$ cat src/rtl/mppt_po_controller.sv
// Perturb-and-observe MPPT: samples V then I on a shared ADC path, compares V*I with the
// previous iteration and steps the PWM duty toward higher power, clamped to [DUTY_MIN, DUTY_MAX].
module mppt_po_controller #(
  parameter logic [7:0] DUTY_INIT      = 8'd128,
  parameter logic [7:0] DUTY_MIN       = 8'd16,
  parameter logic [7:0] DUTY_MAX       = 8'd240,
  parameter logic [7:0] STEP           = 8'd4,
  parameter int         SETTLE_CYCLES  = 16,
  parameter int         TIMEOUT_CYCLES = 255
) (
  input  logic        clk,
  input  logic        rst_n,
  input  logic        ena,
  input  logic [7:0]  sample_in,
  input  logic        sample_valid,
  output logic        sample_req,
  output logic        ch_sel,
  output logic [7:0]  duty,
  output logic        pwm_out,
  output logic [15:0] power_out,
  output logic        dir_up,
  output logic        sample_err
);

  localparam logic [2:0] S_IDLE     = 3'd0;
  localparam logic [2:0] S_SETTLE   = 3'd1;
  localparam logic [2:0] S_SAMPLE_V = 3'd2;
  localparam logic [2:0] S_SAMPLE_I = 3'd3;
  localparam logic [2:0] S_EVAL     = 3'd4;
  localparam logic [2:0] S_UPDATE   = 3'd5;

  localparam logic [7:0] SETTLE_LOAD  = 8'(SETTLE_CYCLES - 1);
  localparam logic [7:0] TIMEOUT_LAST = 8'(TIMEOUT_CYCLES - 1);

  logic [2:0]  state_q, state_d;
  logic [7:0]  settle_cnt_q, settle_cnt_d;
  logic [7:0]  wait_cnt_q, wait_cnt_d;
  logic [7:0]  v_q, v_d;
  logic [7:0]  i_q, i_d;
  logic [15:0] p_prev_q, p_prev_d;
  logic [15:0] power_q, power_d;
  logic        dir_q, dir_d;
  logic [7:0]  duty_q, duty_d;
  logic        err_q, err_d;
  logic [7:0]  duty_act_q;
  logic [7:0]  pwm_cnt_q;
  logic        pwm_q;

  logic [15:0]       prod;
  logic signed [9:0] duty_sum;

  assign prod     = {8'd0, v_q} * {8'd0, i_q};
  // Signed 10-bit sum so a step below zero cannot wrap past the lower clamp.
  assign duty_sum = dir_q ? ($signed({2'b00, duty_q}) + $signed({2'b00, STEP}))
                          : ($signed({2'b00, duty_q}) - $signed({2'b00, STEP}));

  always_comb begin
    state_d      = state_q;
    settle_cnt_d = settle_cnt_q;
    wait_cnt_d   = wait_cnt_q;
    v_d          = v_q;
    i_d          = i_q;
    p_prev_d     = p_prev_q;
    power_d      = power_q;
    dir_d        = dir_q;
    duty_d       = duty_q;
    err_d        = 1'b0;
    if (!ena) begin
      state_d = S_IDLE;
    end else begin
      case (state_q)
        S_IDLE: begin
          state_d      = S_SETTLE;
          settle_cnt_d = SETTLE_LOAD;
        end
        S_SETTLE: begin
          if (settle_cnt_q == 8'd0) begin
            state_d    = S_SAMPLE_V;
            wait_cnt_d = 8'd0;
          end else begin
            settle_cnt_d = settle_cnt_q - 8'd1;
          end
        end
        S_SAMPLE_V, S_SAMPLE_I: begin
          if (sample_valid) begin
            wait_cnt_d = 8'd0;
            if (state_q == S_SAMPLE_V) begin
              v_d     = sample_in;
              state_d = S_SAMPLE_I;
            end else begin
              i_d     = sample_in;
              state_d = S_EVAL;
            end
          end else if (wait_cnt_q == TIMEOUT_LAST) begin
            err_d        = 1'b1;
            state_d      = S_SETTLE;
            settle_cnt_d = SETTLE_LOAD;
          end else begin
            wait_cnt_d = wait_cnt_q + 8'd1;
          end
        end
        S_EVAL: begin
          if (prod < p_prev_q) dir_d = ~dir_q;
          power_d  = prod;
          p_prev_d = prod;
          state_d  = S_UPDATE;
        end
        S_UPDATE: begin
          if (duty_sum < $signed({2'b00, DUTY_MIN})) begin
            duty_d = DUTY_MIN;
            dir_d  = 1'b1;
          end else if (duty_sum > $signed({2'b00, DUTY_MAX})) begin
            duty_d = DUTY_MAX;
            dir_d  = 1'b0;
          end else begin
            duty_d = duty_sum[7:0];
          end
          settle_cnt_d = SETTLE_LOAD;
          state_d      = S_SETTLE;
        end
        default: state_d = S_IDLE;
      endcase
    end
  end

  always_ff @(posedge clk or negedge rst_n) begin
    if (!rst_n) begin
      state_q      <= S_IDLE;
      settle_cnt_q <= 8'd0;
      wait_cnt_q   <= 8'd0;
      v_q          <= 8'd0;
      i_q          <= 8'd0;
      p_prev_q     <= 16'd0;
      power_q      <= 16'd0;
      dir_q        <= 1'b1;
      duty_q       <= DUTY_INIT;
      err_q        <= 1'b0;
    end else begin
      state_q      <= state_d;
      settle_cnt_q <= settle_cnt_d;
      wait_cnt_q   <= wait_cnt_d;
      v_q          <= v_d;
      i_q          <= i_d;
      p_prev_q     <= p_prev_d;
      power_q      <= power_d;
      dir_q        <= dir_d;
      duty_q       <= duty_d;
      err_q        <= err_d;
    end
  end

  // Gate drive is registered so it is low in reset; duty is only adopted at the wrap.
  always_ff @(posedge clk or negedge rst_n) begin
    if (!rst_n) begin
      pwm_cnt_q  <= 8'd0;
      duty_act_q <= DUTY_INIT;
      pwm_q      <= 1'b0;
    end else begin
      pwm_cnt_q <= pwm_cnt_q + 8'd1;
      if (pwm_cnt_q == 8'hFF) duty_act_q <= duty_q;
      pwm_q <= ena & (pwm_cnt_q < duty_act_q);
    end
  end

  assign sample_req = (state_q == S_SAMPLE_V) || (state_q == S_SAMPLE_I);
  assign ch_sel     = (state_q == S_SAMPLE_I);
  assign duty       = duty_q;
  assign pwm_out    = pwm_q;
  assign power_out  = power_q;
  assign dir_up     = dir_q;
  assign sample_err = err_q;

endmodule

$ cat config.mk
export PLATFORM = sky130hd
export DESIGN_NAME = mppt_po_controller
export DESIGN_NICKNAME = d
export VERILOG_FILES = /design/src/rtl/mppt_po_controller.sv
export SDC_FILE = /design/constraint.sdc
export NUM_CORES = 1
export LEC_CHECK = 0
export ABC_AREA = 1
export BUFFER_PORTS_ARGS = -buffer_cell sky130_fd_sc_hd__clkbuf_2
export CORE_UTILIZATION = 56
export DETAILED_ROUTE_END_ITERATION = 10
export PLACE_DENSITY_LB_ADDON = 0.1
export RECOVER_POWER = 25
export SYNTH_ARGS = -nofsm -noshare
export SYNTH_HDL_FRONTEND = slang
export SYNTH_SLANG_ARGS = --single-unit
$ cat constraint.sdc
create_clock -name clk -period 9.9 [get_ports clk]
set_input_delay 0.99 -clock clk [delete_from_list [all_inputs] [get_ports clk]]
set_output_delay 0.99 -clock clk [all_outputs]
set_load 0.02 [all_outputs]
-- Yosys cells after proc, flatten, opt, wreduce, memory -nomap -nowiden
Index checks and enable logic that the tools add are counted.
- reductions and logical operators: 16
- $lt $le $gt $ge: 4
- add/sub/neg operators: 5
- bitwise logic cells: 3
- equality and inequality tests: 16
- multiply operators: 1
- muxes and demuxes: 25
- operator list (kind ; number):
    two-way mux 8 bit ; 8
    case mux 8 bit (3 select lines) ; 1
    adder 8 x 1 -> 8 bit, second input constant ; 2
    equality test 8 bit, second input constant ; 2
    < comparator 16 bit ; 1
    multiplier 8 x 8 -> 16 bit ; 1
    case mux 8 bit (2 select lines) ; 1
    AND reduction 4 bit ; 4
    two-way mux 3 bit ; 5
    case mux 3 bit (4 select lines) ; 1
    > comparator 10 x 9 -> 1 bit, second input constant ; 1
    < comparator 10 x 6 -> 1 bit, second input constant ; 1
    two-way mux 10 bit ; 1
    != test 2 bit, second input constant ; 5
    adder 8 x 3 -> 9 bit, second input constant ; 1
    != test 3 bit, second input constant ; 3
    subtractor 8 x 3 -> 9 bit, second input constant ; 1
    logical NOT 8 bit ; 1
    < comparator 8 bit ; 1
    subtractor 8 x 1 -> 8 bit, second input constant ; 1
    two-way mux 1 bit ; 7
    equality test 3 x 2 -> 1 bit, second input constant ; 2
    equality test 3 bit, second input constant ; 2
    AND reduction 2 bit ; 3
    11 further kinds ; 14
- output and inout port bits: 29
- logic and storage cells: 82
- bits in registers: 78

-- Depth between registers and ports, before layout
Gate-level depths: netlist of the first run.
- depth in word-level cells: 6
- gate-level depth with buffers: 28
- gate-level depth less buffers: 27

-- Least setup slack after synthesis of the first run
No wires, ideal clock.
- path kind: reg-to-reg
- start point: register i_q[7]
- end point: register dir_q (netlist: dir_up)
- arrival: 4.779 ns
- stages on the path, launching flop included: 27
- buffers on the path: 1
- period minus slack after synthesis: 4.854 ns
- path slack: 5.046 ns
- library setup time: 0.076 ns
- cells stage by stage: dfrtp_1 > clkbuf_1 > nand2_1 > fa_1 > fa_1 > inv_1 > fa_1 > inv_1 > fa_1 > inv_1 > ha_1 > inv_1 > nor3_1 > a21oi_1 > o21ai_0 > xor2_1 > ha_1 > nand2_1 > inv_1 > nand3_1 > inv_1 > a21oi_1 > nand2_1 > nand2_1 > nand2_1 > nand2_1 > nand2_1
- cells in the longest elaborated chain, start to end: 4
- ends and longest elaborated chain (element ; RTL line ; RTL):
    start: declaration ; 39 ; logic [7:0] i_q, i_d;
    start signal: assignment ; 143 ; i_q <= i_d;
    multiplier 8 x 8 -> 16 bit ; 52 ; assign prod = {8'd0, v_q} * {8'd0, i_q};
    via prod[15] ; 49 ; logic [15:0] prod;
    < comparator 16 bit ; 103 ; if (prod < p_prev_q) dir_d = ~dir_q;
    != test 2 bit (no line) ; - ;
    AND reduction 4 bit (no line) ; - ;
    end signal: assignment ; 146 ; dir_q <= dir_d;
    end: declaration ; 42 ; logic dir_q, dir_d;
The timed path passes the listed nets, and every way through them passes these cells.
A chain may end at the register's enable or synchronous reset.

-- Final worst setup path of the first run
Same ends and word-level chain as after synthesis.

==> metrics, run 1 <==
Storage cell area 1860 um2; footprint of the multi-input gates 3540 um2; minimum clock period 5.17 ns; Setup violations, final 0; Slew Limit Headroom -163%; initial antenna violation count 0; Synth top area share approximately 28%; Pwr Total 1.71 mW; post-synthesis average cell area 7.66 um2; Fin. Hold Viols 0; Worst Hold Class reg2reg; proportion of layout cells with a drive suffix above 1 9.83%; Area contributors post-synth dfrtp_1, ha_1, fa_1; vias in the first global route 4564; hold buffers post-CTS 0; Via Count 4916; final count of pins violating max slew 75; Crit path required time a little over 10 ns; Antenna diodes 0; leakage 3.93 nW; Arr. time, crit path 5.49 ns; Yosys reg bits 74; synth unique cells 39; failing checks max-capacitance violations, max-slew violations; outcome finished, violations left; Post-CTS Resized 0; Worst Tran Pin Value between 3 and 4 ns; CTS clk-pin slew, worst paths 0.09 ns; row count 38; Ports between 40 and 50; Area Overhead vs Synth 7.71%; gpl congestion about 0.86; largest net degree at the start of global routing 75; Avg WL per Cell 12.2 um; register area share after synthesis 29.8%; First-pass DRT Iterations 4; first-pass GRT wire length between 20 and 25 mm; max cap viols 1; CP Launch Type flip-flop; commonest non-fill, non-tap cell in the layout inv_1; Die Wd roughly 110 um; DRC 0; Initial Util approximately 58%; Power Density 254 nW/um2; clock sinks 74; CTS Buf Count 9; Skew-Pair Late Insertion Delay 0.38 ns; CTS tree done; maximum clock rate 0.194 GHz; design area 6720 um2; setup_tns 0 ns; Tcrit/Tclk final between 50% and 60%; synth warn 0; final WL 12.0 mm; vias per cell around 5; CTS Buffer Depth 2; Setup Fix Bufs, Post-CTS 0; Nets 951; GR Overflow Total 0; post-DP HPWL about 9.5 mm; WS Path Type reg2reg; Mapped Cells roughly 810; Max FO, Critical Path 9; Port Buffers 38; clock root buffer clkbuf_8; Cell Area, Placed 6490 um2; initial drt markers 202; RSZ-0062 raised after global routing false; most frequent cells in the layout inv_1, nand2_1, dfrtp_1, o21ai_0, ha_1; fillers 971; Die H between 100 and 150 um; Core ar. approximately 11000 um2; Yosys top cell by area dfrtp_1; Die ar. 11600 um2; # H-tree levels 3; Routed Antenna Nets 0; Clock Skew 0.0134 ns; Critical Path Sink Type flip-flop; VDD IR max 0.000163 V; Mapped Area 6230 um2; gr usage total a little under a quarter
## synth_stat cells, drive strengths merged
library cell  count
inv             194
nand2           189
dfrtp            71
o21ai            69
ha               64
nor2             50
fa               36
a21oi            32
nand3            26
clkbuf           20
xor2             15
nor3             10
xnor2             7
nand4             6
buf               5
o21a              4
dfstp             3
o21bai            3
a211oi            2
a21o              1
a31oi             1
and3              1
conb              1
nor3b             1
o211ai            1
o31ai             1
or2               1
## cells by family (layout without fill, tap and decap cells)
family | Yosys count | after routing | synth area share (%)
buffers and inverters | 219 | 248 | 13.5
AOI/OAI and AO/OA | 114 | 114 | 9.85
xor gates and xnor gates | 22 | 22 | 3.09
other | 1 | 2 | 0.0601
adders and majority gates | 100 | 100 | 24.4
and+or+nand+nor | 284 | 284 | 19.4
DFF | 74 | 74 | 29.8
## worst max-delay path, stage by stage, from the launching register on
cell and delay [ns]:
dfrtp_1 0.49, nand2_1 0.12, fa_1 0.52, fa_1 0.55, inv_1 0.05, fa_1 0.52
inv_1 0.05, fa_1 0.53, inv_1 0.04, ha_1 0.33, a21oi_1 0.10, o21ai_0 0.25
a21oi_1 0.11, o21bai_1 0.20, xor2_1 0.24, inv_1 0.07, ha_1 0.27, nand3_1 0.10
nor3_1 0.17, nand2_1 0.08, nand2_1 0.08, nand2_1 0.06, nand2_1 0.07, nand2_1 0.04
nand2_1 0.05
## per-stage QoR
| step | hold slack [ns] | cells | setup slack [ns] | utilization (%) |
|---|---|---|---|---|
| 2_1_floorplan | 0.421 | 815 | 5.05 | - |
| 3_3_place_gp | 0.443 | 968 | 4.89 | 59.9 |
| 3_5_place_dp | 0.452 | 968 | 4.77 | 59.9 |
| 4_1_cts | 0.463 | 984 | 4.75 | 62.0 |
| 5_1_grt | 0.489 | 984 | 4.35 | 61.9 |
| 6_report | 0.459 | 984 | 4.73 | 61.9 |
## routing by layer
metal  wire length [um]  vias to the layer above  global-route usage, %
met5                  0                        -                      0
met4                190                        0                   8.81
met3                355                       12                   3.51
met2               5490                       82                   35.3
met1               5980                     2307                   31.8
li1                   -                     2515                      -
## path summary, 6_finish.rpt
path	from	to	slack, ns	depth (start not counted)
max in group asynchronous	rst_n	v_q[1]$_DFFE_PN0P_	5.70	1
min in group asynchronous	rst_n	pwm_out$_DFF_PN0_	1.99	1
worst min register to register	pwm_cnt_q[0]$_DFF_PN0_	pwm_cnt_q[0]$_DFF_PN0_	0.46	1
worst min-delay path	pwm_cnt_q[0]$_DFF_PN0_	pwm_cnt_q[0]$_DFF_PN0_	0.46	1
worst max-delay path	i_q[7]$_DFFE_PN0P_	dir_up$_DFFE_PN1P_	4.73	24
worst max register to register	i_q[7]$_DFFE_PN0P_	dir_up$_DFFE_PN1P_	4.73	24
## area by class of cell
class,instances,share of cell area [%]
Tap cell,140,2.61
Multi-Input combinational cell,522,52.7
Sequential cell,74,27.6
Inverter,194,10.8
Clock buffer,11,2.11
Timing Repair Buffer,38,2.81
Clock inverter,5,1.27
## sequential cells by signal, summed over array words and instances, names as in the netlist
register and cells:
power_out 16, i_q 8, pwm_cnt_q 8, settle_cnt_q 8, v_q 8, wait_cnt_q 8, duty 6, duty_act_q 6
state_q 3, dir_up 1, pwm_out 1, sample_err 1
## power breakdown
group	total [mW]	internal (mW)	switching, mW
combinational	0.928	0.349	0.579
clock	0.275	0.151	0.124
sequential	0.506	0.383	0.123
Note: power is estimated with default switching activity, not from simulation.
==> run 2, diff against run 1 <==
Clock period 9.9 ns to 4.4 ns, I/O delays scaled along.
==> metrics, run 2 (same netlist as run 1, synthesis figures left out) <==
WS Path Type reg2reg; vias in the first global route slightly above 5k; CTS clk-pin slew, worst paths about 0.08 ns; First-pass DRT Iterations 7; final count of pins violating max slew 75; CP peak stage delay 0.55 ns; CTS Buf Count 9; minimum clock period 4.83 ns; Nets slightly above 1k; Crit path top cell by count nand2_1; Ports 41; Area Overhead vs Synth 17.6%; met1 GRT Util approximately 29%; Final Util 67.6%; Global Route met3 Usage around 3.4%; initial antenna violation count 0; Tcrit/Tclk final 110%; Clock Skew between 0.009 and 0.01 ns; Port Buffers 38; Max stage delay cell, worst path fa_1; Antenna diodes 0; Die ar. 11600 um2; Setup violations, final 1; hold buffers post-CTS 0; gr usage total about a quarter; clock sinks 74; max FFs per register 16; CTS Buffer Depth 2; VDD IR max about 0.00033 V; largest net degree at the start of global routing 75; most frequent cells in the layout inv_1, nand2_1, o21ai_0, dfrtp_1, ha_1; maximum clock rate 0.207 GHz; Crit path required time ~4.7 ns; Max FO, Critical Path 5; Avg WL per Cell approximately 13 um; Worst Hold Class in2reg; met2 Usage GRT between 40% and 50%; first-pass GRT wire length 21.9 mm; initial drt markers 174; fillers 910; Via Count 5259; DP Cell Count 1008; Critical Path Sink Type flip-flop; Skew-Pair Late Insertion Delay 0.36 ns; proportion of layout cells with a drive suffix above 1 21.9%; Worst Tran Pin Value between 1.5 and 2 ns; Arr. time, crit path approximately 5.1 ns; final std cells w/o fill 1041; Initial Util 57.5%; setup_tns -0.428 ns; # H-tree levels 3; Die Wd 108 um; CP Launch Type flip-flop; post-DP HPWL slightly below 10 mm; fin worst setup slack -0.428 ns; CTS tree done; outcome finished, violations left; final WL 13.0 mm; Hold WS 0.322 ns; Slew Limit Headroom -23.9%; Pwr Total 4.61 mW; commonest non-fill, non-tap cell in the layout inv_1; leakage 4.20 nW; Fin. Hold Viols 0; gpl congestion 0.840; vias per cell roughly 5; Routed Antenna Nets 0; GR Overflow Total 0; Core ar. 10800 um2; Die H about 110 um; Power Density 629 nW/um2; clock root buffer clkbuf_8; RSZ-0062 raised after global routing true; DRC 1; row count 38; max cap viols 1; busiest layer in global routing met2; failing checks design-rule violations, max-capacitance violations, max-slew violations, negative setup slack
run 2: cell types whose count changed in the layout (fill, tap and decap cells not counted), sizes merged:
| cell | previous run | this run |
|---|---|---|
| bufinv | 2 | 0 |
| buf | 0 | 57 |
| clkbuf | 49 | 51 |
| clkinv | 0 | 2 |
| inv | 196 | 194 |
run 2: path summary, 6_finish.rpt:
| check | startpoint | endpoint | slack (ns) | cells after the start |
|---|---|---|---|---|
| max reg2reg | i_q[5]$_DFFE_PN0P_ | dir_up$_DFFE_PN1P_ | -0.43 | 28 |
| min in group asynchronous | rst_n | i_q[2]$_DFFE_PN0P_ | 0.55 | 1 |
| min | sample_in[4] | v_q[4]$_DFFE_PN0P_ | 0.32 | 3 |
| max in group asynchronous | rst_n | i_q[7]$_DFFE_PN0P_ | 2.62 | 1 |
| min reg2reg | pwm_cnt_q[0]$_DFF_PN0_ | pwm_cnt_q[0]$_DFF_PN0_ | 0.49 | 1 |
| max | i_q[5]$_DFFE_PN0P_ | dir_up$_DFFE_PN1P_ | -0.43 | 28 |
run 2: layer usage:
metal / part of all wire (%) / vias up / wire, um
met1: 43 / 2533 / 5620
met3: 2.5 / 19 / 327
met2: 52 / 80 / 6840
met5: 0 / - / 0
li1: - / 2627 / -
met4: 2.0 / 0 / 255
run 2: layout make-up:
type / count / area (um2) / area share [%]
clock buffer: 13 / 149 / 2.03
clock inverter: 3 / 17.5 / 0.239
inverter: 194 / 728 / 9.93
multi-input combinational: 522 / 3770 / 51.4
sequential: 74 / 1870 / 25.5
tap: 140 / 175 / 2.39
timing repair buffer: 95 / 622 / 8.48
run 2: report_power, final:
part / switching [mW] / internal (mW)
clock: 0.258 / 0.219
combinational: 1.66 / 1.36
sequential: 0.244 / 0.872
total: 2.17 / 2.45
run 2: per-stage QoR:
| stage | instance area [um2] | setup WS [ns] |
|---|---|---|
| 6_report | 7330 | -0.428 |
| 2_1_floorplan | 6400 | -0.0834 |
| 5_1_grt | 7330 | -0.696 |
| 3_3_place_gp | 6890 | -0.343 |
| 3_5_place_dp | 6890 | -0.402 |
| 4_1_cts | 7200 | -0.285 |
run 2: worst max-delay path, delay by kind of cell (launching register included):
family | cells | cell delay (ns)
AO/OA/AOI/OAI | 1 | 0.10
XOR/XNOR | 1 | 0.14
flip-flops | 1 | 0.46
adder cells (fa/ha/maj) | 6 | 2.35
AND/OR/NAND/NOR | 10 | 0.87
buffers and inverters | 10 | 0.85
run 2: repair_timing:
item,in CTS,in global routing
endpoints found under the setup margin,1,1
setup buffers,8,9
pin swaps,24,21
resized for setup,29,19
